[src/rtl/mdu_pkg.sv]
`default_nettype none
// ============================================================================
// Module      : mdu_pkg
// Description : Opcodes, op-class decode, default latencies and FSM encoding
//               for the MDU issue stage. MDU_MADD_EN enables ops 9-12.
// Revision    : 1.0 - initial release
// ============================================================================
package mdu_pkg;

    localparam int MUL_LAT_DEF = 5;
    localparam int DIV_LAT_DEF = 10;

    localparam logic [3:0] MDU_NONE  = 4'd0;
    localparam logic [3:0] MDU_MULT  = 4'd1;
    localparam logic [3:0] MDU_MULTU = 4'd2;
    localparam logic [3:0] MDU_DIV   = 4'd3;
    localparam logic [3:0] MDU_DIVU  = 4'd4;
    localparam logic [3:0] MDU_MFHI  = 4'd5;
    localparam logic [3:0] MDU_MFLO  = 4'd6;
    localparam logic [3:0] MDU_MTHI  = 4'd7;
    localparam logic [3:0] MDU_MTLO  = 4'd8;
    localparam logic [3:0] MDU_MADD  = 4'd9;
    localparam logic [3:0] MDU_MADDU = 4'd10;
    localparam logic [3:0] MDU_MSUB  = 4'd11;
    localparam logic [3:0] MDU_MSUBU = 4'd12;

    typedef logic [2:0] mdu_cls_t;
    localparam mdu_cls_t c_CLS_NONE = 3'd0;
    localparam mdu_cls_t c_CLS_MUL  = 3'd1;
    localparam mdu_cls_t c_CLS_DIV  = 3'd2;
    localparam mdu_cls_t c_CLS_MOVE = 3'd3;
    localparam mdu_cls_t c_CLS_ILL  = 3'd4;

    typedef logic [1:0] mdu_state_t;
    localparam mdu_state_t c_ST_IDLE     = 2'd0;
    localparam mdu_state_t c_ST_MUL_BUSY = 2'd1;
    localparam mdu_state_t c_ST_DIV_BUSY = 2'd2;

    function automatic mdu_cls_t mdu_class(input logic [3:0] op);
        mdu_cls_t cls;
        case (op)
            MDU_NONE:                               cls = c_CLS_NONE;
            MDU_MULT, MDU_MULTU:                    cls = c_CLS_MUL;
            MDU_DIV, MDU_DIVU:                      cls = c_CLS_DIV;
            MDU_MFHI, MDU_MFLO, MDU_MTHI, MDU_MTLO: cls = c_CLS_MOVE;
`ifdef MDU_MADD_EN
            MDU_MADD, MDU_MADDU, MDU_MSUB, MDU_MSUBU: cls = c_CLS_MUL;
`endif
            default:                                cls = c_CLS_ILL;
        endcase
        return cls;
    endfunction

endpackage
`default_nettype wire

[src/rtl/mdu_busy_cnt.sv]
`default_nettype none
// ============================================================================
// Module      : mdu_busy_cnt
// Description : MDU busy-window countdown: load, decrement, saturate at zero.
// Revision    : 1.0 - initial release
// ============================================================================
module mdu_busy_cnt #(
    parameter int CNT_W = 4
) (
    input  logic             clk,
    input  logic             reset,
    input  logic             load,
    input  logic [CNT_W-1:0] load_val,
    output logic [CNT_W-1:0] cnt,
    output logic             busy
);

    logic [CNT_W-1:0] r_cnt;

    always_ff @(posedge clk) begin
        if (!reset) begin
            r_cnt <= '0;
        end else if (load) begin
            r_cnt <= load_val;
        end else if (r_cnt != '0) begin
            r_cnt <= r_cnt - CNT_W'(1);
        end
    end

    assign cnt  = r_cnt;
    assign busy = (r_cnt != '0);

endmodule
`default_nettype wire

[src/rtl/mdu_issue.sv]
`default_nettype none
// ============================================================================
// Module      : mdu_issue
// Description : D->E issue stage for the multiply/divide unit with busy-window
//               stall. Define MDU_MADD_EN to issue MADD/MADDU/MSUB/MSUBU.
// Revision    : 1.0 - initial release
// ============================================================================
module mdu_issue
    import mdu_pkg::*;
#(
    parameter int MUL_LAT = MUL_LAT_DEF,
    parameter int DIV_LAT = DIV_LAT_DEF,
    parameter int CNT_W   = 4
) (
    input  logic        clk,
    input  logic        reset,
    input  logic [3:0]  d_mdu_op,
    input  logic [31:0] d_a,
    input  logic [31:0] d_b,
    input  logic        ext_stall,
    input  logic        e_flush,
    output logic        stall_d,
    output logic        mdu_start,
    output logic [3:0]  mdu_op,
    output logic [31:0] mdu_a,
    output logic [31:0] mdu_b,
    output logic        busy,
    output logic        ill_op
);

    mdu_cls_t         w_cls;
    logic             w_valid;
    logic             w_issue;
    logic             w_load;
    logic [CNT_W-1:0] w_load_val;
    logic [CNT_W-1:0] w_cnt;
    logic             w_busy;
    mdu_state_t       r_state;
    mdu_state_t       w_state_nxt;

    logic             r_start;
    logic [3:0]       r_op;
    logic [31:0]      r_a;
    logic [31:0]      r_b;
    logic             r_ill;

    assign w_cls   = mdu_class(d_mdu_op);
    assign w_valid = (w_cls == c_CLS_MUL) || (w_cls == c_CLS_DIV) || (w_cls == c_CLS_MOVE);

    // Unsupported opcodes never stall; they are dropped with an ill_op pulse.
    assign stall_d = w_valid && w_busy;
    assign w_issue = w_valid && !w_busy && !ext_stall && !e_flush;

    assign w_load     = w_issue && ((w_cls == c_CLS_MUL) || (w_cls == c_CLS_DIV));
    assign w_load_val = (w_cls == c_CLS_DIV) ? CNT_W'(DIV_LAT) : CNT_W'(MUL_LAT);

    mdu_busy_cnt #(
        .CNT_W (CNT_W)
    ) u_busy_cnt (
        .clk      (clk),
        .reset    (reset),
        .load     (w_load),
        .load_val (w_load_val),
        .cnt      (w_cnt),
        .busy     (w_busy)
    );

    always_ff @(posedge clk) begin
        if (!reset) begin
            r_start <= 1'b0;
            r_op    <= '0;
            r_a     <= '0;
            r_b     <= '0;
            r_ill   <= 1'b0;
        end else begin
            r_start <= w_issue;
            r_op    <= w_issue ? d_mdu_op : 4'd0;
            r_a     <= w_issue ? d_a : 32'd0;
            r_b     <= w_issue ? d_b : 32'd0;
            r_ill   <= (w_cls == c_CLS_ILL) && !ext_stall && !e_flush;
        end
    end

    always_ff @(posedge clk) begin
        if (!reset) begin
            r_state <= c_ST_IDLE;
        end else begin
            r_state <= w_state_nxt;
        end
    end

    always_comb begin
        w_state_nxt = r_state;
        case (r_state)
            c_ST_IDLE: begin
                if (w_load && (w_cls == c_CLS_DIV)) begin
                    w_state_nxt = c_ST_DIV_BUSY;
                end else if (w_load) begin
                    w_state_nxt = c_ST_MUL_BUSY;
                end
            end
            c_ST_MUL_BUSY, c_ST_DIV_BUSY: begin
                if (w_cnt == CNT_W'(1)) begin
                    w_state_nxt = c_ST_IDLE;
                end
            end
            default: w_state_nxt = c_ST_IDLE;
        endcase
    end

    assign mdu_start = r_start;
    assign mdu_op    = r_op;
    assign mdu_a     = r_a;
    assign mdu_b     = r_b;
    assign busy      = w_busy;
    assign ill_op    = r_ill;

endmodule
`default_nettype wire

[config.mk]
export PLATFORM = sky130hd
export DESIGN_NAME = mdu_issue
export DESIGN_NICKNAME = d
export VERILOG_FILES = /design/src/rtl/mdu_pkg.sv /design/src/rtl/mdu_busy_cnt.sv /design/src/rtl/mdu_issue.sv
export SDC_FILE = /design/constraint.sdc
export NUM_CORES = 1
export LEC_CHECK = 0
export CAP_MARGIN = 20
export CORE_MARGIN = 10
export CORE_UTILIZATION = 35
export CTS_CLUSTER_DIAMETER = 200
export CTS_CLUSTER_SIZE = 28
export DETAILED_ROUTE_END_ITERATION = 7
export GPL_ROUTABILITY_DRIVEN = 0
export PLACE_DENSITY = 0.77
export SLEW_MARGIN = 0
export SYNTH_ARGS = -nofsm -noshare
export SYNTH_HDL_FRONTEND = slang
export SYNTH_SLANG_ARGS = --single-unit
[constraint.sdc]
create_clock -name clk -period 2.6 [get_ports clk]
set_input_delay 0.52 -clock clk [delete_from_list [all_inputs] [get_ports clk]]
set_output_delay 0.52 -clock clk [all_outputs]
set_load 0.02 [all_outputs]
Word-level counts from Yosys, hierarchy flattened
Memories as Yosys holds them, arrays and structs flattened.
Index checks and enable logic that the tools add are counted.
W data, S select, Z words.
Storage, ports and cells
  logic and storage cells: 30
  memories: 1
  bits in registers: 74
  bits of input ports: 72
  output and inout port bits: 72
  ROM bits: 48
Operators by class
  mux-type cells: 3
  equality and inequality tests: 4
  reduce and logical (&&, ||, !) cells: 15
  add/sub/neg operators: 1
Memory list
  (no name shown): depth 16, bits a word 3, rd ports 1, clocked after memory_dff 0, write ports 0, RTL line mdu_pkg.sv:41  | case (op)
Operators by type and width (count)
  $mux W4: 3
  $logic_and A1 B1 Y1: 7
  $eq A3 B2 Y1 const B: 2
  $reduce_bool A4 Y1: 1
  $sub A4 B1 Y4 const B: 1
  $eq A3 B1 Y1 const B: 1
  $eq A3 B3 Y1 const B: 1
  $logic_not A1 Y1: 3
  $logic_or A1 B1 Y1: 2
  $reduce_and A2 Y1: 1
  $reduce_bool A2 Y1: 1

Logic depth before layout (Yosys ltp)
Gate-level depths: netlist of run 1.
An unclocked memory read counts as a cell.
  depth in word-level cells: 9
  depth in mapped cells: 8
  depth with buffers taken out: 6

By module
Synthesis of run 1 repeated with hierarchy kept, for this count alone.
Unflattened totals
  cell total of the unflattened synthesis: 196
  area total of the unflattened synthesis: 2278.4 µm²
Modules (own cells, without submodules)
  mdu_issue: cells each 170, area an instance 2047.0 µm², sequential area each 1401.3 µm², instances 1
  mdu_busy_cnt: cells each 26, area an instance 231.5 µm², sequential area each 80.1 µm², instances 1

Least setup slack after synthesis of run 1
Ideal clock, no wire load.
  path type: in2out
  start point: input d_mdu_op[0]
  end point: output stall_d
  stages on the path: 6
  path buffers: 1
  setup slack: 0.560 ns
  data arrival time: 1.520 ns
  data required time: 2.080 ns
  cells stage by stage: inv_1 ha_1 nor3_1 o22a_2 buf_6 nor2_1
On the way
  longest elaborated chain between the ends: 5
  elaborated cells between the ends (all ways): 7
  those cells by class: 3 x eq/ne; 3 x reduce/logical; 1 x memory
RTL lines
  from (decl): RTL line mdu_issue.sv:17  | input logic [3:0] d_mdu_op,
  $mem_v2 Z16 W3 *
  $eq A3 B1 Y1 / $eq A3 B2 Y1 (equally long branches)
  $logic_or A1 B1 Y1: RTL line mdu_issue.sv:48  | assign w_valid = (w_cls == c_CLS_MUL) || (w_cls == c_CLS_DIV) || (w_cls == c_CLS_MOVE);
  $logic_or A1 B1 Y1 *: RTL line mdu_issue.sv:48
  $logic_and A1 B1 Y1 *: RTL line mdu_issue.sv:51  | assign stall_d = w_valid && w_busy;
  to (decl): RTL line mdu_issue.sv:22  | output logic stall_d,
Mark *: on every way between the ends. The rest lies on a longest branch, timed or not.

Final worst setup path of run 1
Same ends and word-level chain as after synthesis.

==> flow_summary.ini, run 1 <==
[die]
die_area_mm2 = 0.0101
num_rows = 29
core_area_mm2 = 0.00635
start_util = 0.359
io_pins = 144
die_w_um = 101
dieHeight_um = 101

[sta]
hold_viol = 0
setup_viol = 0
fin_crit_ps = 2470
rsz0062_at_grt = false
tns_ps = 0
max_freq_ghz = 0.405
period_share = 0.949
slew_headroom = 0.716
skew_ps = 11.8
slew_violations = 0
worst_slew_pin_slew_ps = 424

[synthesis]
synthTopCellsByArea = dfxtp_1 65%, and2_1 18%, ha_1 2.7%, inv_1 0.99%, o2111a_1 0.99%
synth-edff-count = 0
synth_flop_cell = dfxtp_1
yosys_warnings = 0
seq_area_frac_synth = 0.649
syn_inst = 194
synth_top_cell_by_area = dfxtp_1
synth_top_area_frac = 0.649
ys_async_sr_fraction = 0
syn_nets = 271
synthesis.area_mm2 = 0.00228
netlist-cell-type-count = 33
synth_seq_cells = 74
syn_avg_cell_area_um2 = 11.8

[critical_path]
cp_num_buf_inv = 3
crit_required_ps = 2080
critPathMaxStageDelay_ps = 480
worstSetupEndpointType = output port
crit_arrival_ps = 1950
crit_family = buffers and inverters
cp-start-kind = input pin
crit_fanout = 3
cp_slowest_cell = clkdlybuf4s50_1
path_cells = clkdlybuf4s50_1 -> inv_1 -> ha_1 -> nor3_2 -> o22a_2 -> nor2_1 -> buf_2
crit_type = input pin to output port

[outcome]
status = completed

[pwr]
p_leak_nw = 1.62
p_per_area_mw_per_mm2 = 684
power_w = 0.00279
ir_drop_mv = 0.565

[routing]
drc = 0
vias = 1861
postRouteAntennaNets = 0
via_per_inst = 4.32
wl_mm = 6.57
firstDrtPassIters = 4
drtIter0Drc = 27
wl_per_cell_um = 15.2

[clock_tree]
ctsHoldBuffers = 0
clock_sinks = 74
clkTransAtPathRegs_ps = 70
cts_max_level = 3
cts_buffer_depth = 2
cts_tree = yes
clock-root-buffer = clkbuf_8
cts_buffers = 9
clk_latency_ps = 340

[min_path]
min_path_type = flip-flop to flip-flop

[layout]
layout_commonest_cell = clkdlybuf4s50_1
syn2layout_area_growth_pct = 79.0
mostFrequentLayoutCells = 142 x clkdlybuf4s50_1, 74 x dfxtp_1, 65 x and2_1
final_nets = 426
drive_above_1_share = 0.102
n_antenna_cell = 0

[global_route]
grt_first_pass_wirelength_mm = 10.0
grt_max_degree = 42
track_usage = 0.126
grt_pass1_vias = 1942
antenna_found_initial = 0
grt_overflow_total = 0

[run]
maxCapViolations = 0

[placement]
hpwl_mm = 5.33
io_buffer_count = 143
## worst reg2reg max path, delay by kind of cell, from the launching register on
kind	cells	cell delay [ps]
AOI/OAI and AO/OA	1	210
DFF	1	340
and+or+nand+nor	3	740
buffers and inverters	2	280
adders and majority gates	1	170
## state kept, by name (all words and copies together), names as in the netlist
name,count
mdu_op,4
mdu_b,32
ill_op,1
mdu_a,32
mdu_start,1
u_busy_cnt.cnt,4
## layer usage
metal  GRT usage  vias up  part of all wire
li1            -      924                 -
met1       0.122      833              0.36
met2       0.209       95              0.49
met3      0.0809        9              0.14
met4      0.0489        0             0.012
met5           0        -                 0
## cells in the mapped netlist (2+ instances only)
cell type,instances
nor2_1,4
and2_1,65
ha_1,5
o2111a_1,2
clkbuf_2,3
o21ai_0,3
nor3_1,3
nor4_1,2
inv_1,6
dfxtp_1,74
buf_2,2
clkbuf_1,3
a21oi_1,2
## layout make-up
cell class	count	area [um^2]
fillers	524	2270
well taps	77	96.3
flip-flops and latches	74	1480
repair buffers	153	1530
inverters	6	22.5
clock inverters	6	88.8
multi-input cells	105	741
clock buffers	10	128
## final timing paths
check	slack, ps	end	cells past startpoint	from
max	130	stall_d	7	d_mdu_op[0]
min	660	u_busy_cnt.cnt[0]	3	u_busy_cnt.cnt[0]
max reg2reg	750	u_busy_cnt.cnt[1]	7	u_busy_cnt.cnt[0]
min reg2reg	660	u_busy_cnt.cnt[0]	3	u_busy_cnt.cnt[0]
## logic make-up after synthesis
| family | Yosys count | share of synthesized area |
|---|---|---|
| AO/OA/AOI/OAI | 14 | 0.0472 |
| XOR/XNOR | 2 | 0.00768 |
| adder cells (fa/ha/maj) | 5 | 0.0274 |
| buffers and inverters | 15 | 0.0307 |
| flip-flops | 74 | 0.649 |
| multiplexers | 2 | 0.00933 |
| AND/OR/NAND/NOR | 82 | 0.228 |
## through the flow
stage	hold slack, ps	util	instance area (um^2)	cells	setup WS [ps]
after floorplan	573	-	2280	194	560
after global placement	613	0.609	3870	415	-260
after detailed placement	648	0.609	3870	415	-296
after CTS	672	0.643	4090	431	5.76
after global routing	708	0.643	4080	431	51.9
final	659	0.643	4080	431	134
## power by group
group / internal [W] / total, W / switching [W]
Clock: 0.000542 / 0.000956 / 0.000413
Sequential: 0.00119 / 0.00123 / 0.0000396
Combinational: 0.000344 / 0.000605 / 0.000260
Total: 0.00208 / 0.00279 / 0.000713
## what timing repair did
item	CTS	global route
pin swaps	1	0
buffers inserted	0	0
endpoints found under the setup margin	1	1
gates cloned	0	0
resized for setup	3	2
(Power assumes the default switching activity.)
==> run 2: changes to the inputs <==
clock period = 3.2 ns   (was 2.6 ns; I/O delays follow)
==> run 2 against run 1 <==
- cell count fell by 1.4%
- register-to-register slack improved by 550 ps
- global-route usage did not move
- combinational power fell by 22%
- via count fell by 2.2%
- final area fell by 1.4%
- sequential share of layout area rose by 0.51 points
- die area did not move
- critical path depth did not move
- critical endpoint unchanged
- largest cell class is now sequential cells
- largest power group unchanged
==> flow_summary.ini, run 2 (synthesis results as in run 1) <==
[outcome]
status = completed

[critical_path]
crit_fanout = 3
crit_required_ps = 2560
critPathMaxStageDelay_ps = 480
cp_num_buf_inv = 3
crit_family = buffers and inverters
crit_type = input pin to output port
crit_arrival_ps = 2180
path_cells = clkdlybuf4s50_1 -> inv_1 -> ha_1 -> nor3_1 -> o22a_2 -> nor2_1 -> dlymetal6s2s_1
cp-start-kind = input pin
cp_slowest_cell = clkdlybuf4s50_1
worstSetupEndpointType = output port

[clock_tree]
clk_latency_ps = 330
clock-root-buffer = clkbuf_8
postCtsSetupBuffers = 0
cts_tree = yes
cts_buffer_depth = 2
cts_max_level = 3
clock_sinks = 74
cts_buffers = 9
clkTransAtPathRegs_ps = 70

[sta]
max_freq_ghz = 0.354
rsz0062_at_grt = false
tns_ps = 0
hold_viol = 0
worst_slew_pin_slew_ps = 437
fin_crit_ps = 2820
period_share = 0.882
setup_viol = 0
slew_violations = 0
slew_headroom = 0.707
skew_ps = 5.92

[pwr]
p_leak_nw = 1.60
power_w = 0.00223
ir_drop_mv = 0.290
p_per_area_mw_per_mm2 = 553

[run]
maxCapViolations = 0

[routing]
postRouteAntennaNets = 0
via_per_inst = 4.28
wl_mm = 6.37
vias = 1820
drc = 0
drtIter0Drc = 29
wl_per_cell_um = 15.0
firstDrtPassIters = 3

[min_path]
min_path_type = flip-flop to flip-flop

[global_route]
track_usage = 0.126
grt_pass1_vias = 1987
grt_max_degree = 54
grt_overflow_total = 0
grt_first_pass_wirelength_mm = 10.1
antenna_found_initial = 0

[layout]
syn2layout_area_growth_pct = 76.6
n_antenna_cell = 0
layout_commonest_cell = clkdlybuf4s50_1
mostFrequentLayoutCells = 142 x clkdlybuf4s50_1, 74 x dfxtp_1, 65 x and2_1
drive_above_1_share = 0.0805
final_nets = 420
fill_cells = 522

[placement]
hpwl_mm = 5.18
io_buffer_count = 143

[die]
die_w_um = 101
start_util = 0.359
core_area_mm2 = 0.00635
num_rows = 29
io_pins = 144
die_area_mm2 = 0.0101
dieHeight_um = 101
## run 2: changes by cell type in the layout (fill, tap and decap cells not counted), sizes merged
cell | previous run | this run
buf | 11 | 4
clkbuf | 10 | 13
bufinv | 2 | 1
clkinvlp | 2 | 1
dlymetal6s2s | 0 | 1
inv | 7 | 6
## run 2: cell type report
| type | instances | area [um^2] | share of cell area |
|---|---|---|---|
| repair buffers | 147 | 1480 | 0.367 |
| well taps | 77 | 96.3 | 0.0239 |
| flip-flops and latches | 74 | 1480 | 0.368 |
| multi-input cells | 105 | 736 | 0.183 |
| clock inverters | 3 | 46.3 | 0.0115 |
| inverters | 6 | 22.5 | 0.00559 |
| clock buffers | 13 | 169 | 0.0419 |
## run 2: final timing paths
kind | endpoint | cells after the start | slack, ps | from
max | stall_d | 7 | 380 | d_mdu_op[0]
min | u_busy_cnt.cnt[0] | 3 | 660 | u_busy_cnt.cnt[0]
max reg2reg | u_busy_cnt.cnt[1] | 6 | 1300 | u_busy_cnt.cnt[0]
min reg2reg | u_busy_cnt.cnt[0] | 3 | 660 | u_busy_cnt.cnt[0]
## run 2: per-layer routing
metal / vias to the layer above / global-route usage / part of all wire
li1: 912 / - / -
met1: 807 / 0.121 / 0.35
met2: 92 / 0.206 / 0.47
met3: 9 / 0.0878 / 0.17
met4: 0 / 0.0489 / 0.015
met5: - / 0 / 0
## run 2: metrics by stage
step	hold slack, ps	util	cells	setup slack [ps]	cell area (um^2)
floorplan	573	-	194	920	2280
global placement	610	0.600	409	89.7	3810
detailed placement	641	0.600	409	32.8	3810
CTS	665	0.634	425	34.5	4030
global route	709	0.634	425	244	4030
finish	660	0.634	425	377	4030
## run 2: power breakdown
group	switching (W)	total (W)	internal, W
logic	0.000207	0.000472	0.000265
registers	0.0000313	0.00100	0.000969
clock network	0.000328	0.000754	0.000426
total	0.000566	0.00223	0.00166
## run 2: what timing repair did
action                     in CTS  in global routing
setup endpoints to repair       0                  1
gates resized for setup         0                  1
hold buffers                    0                  0
## run 2: worst min-delay path, delay by kind of cell, from the launching register on
kind / cells / cell delay, ps
flops: 1 / 390
compound gates: 2 / 140
xor+xnor: 1 / 90
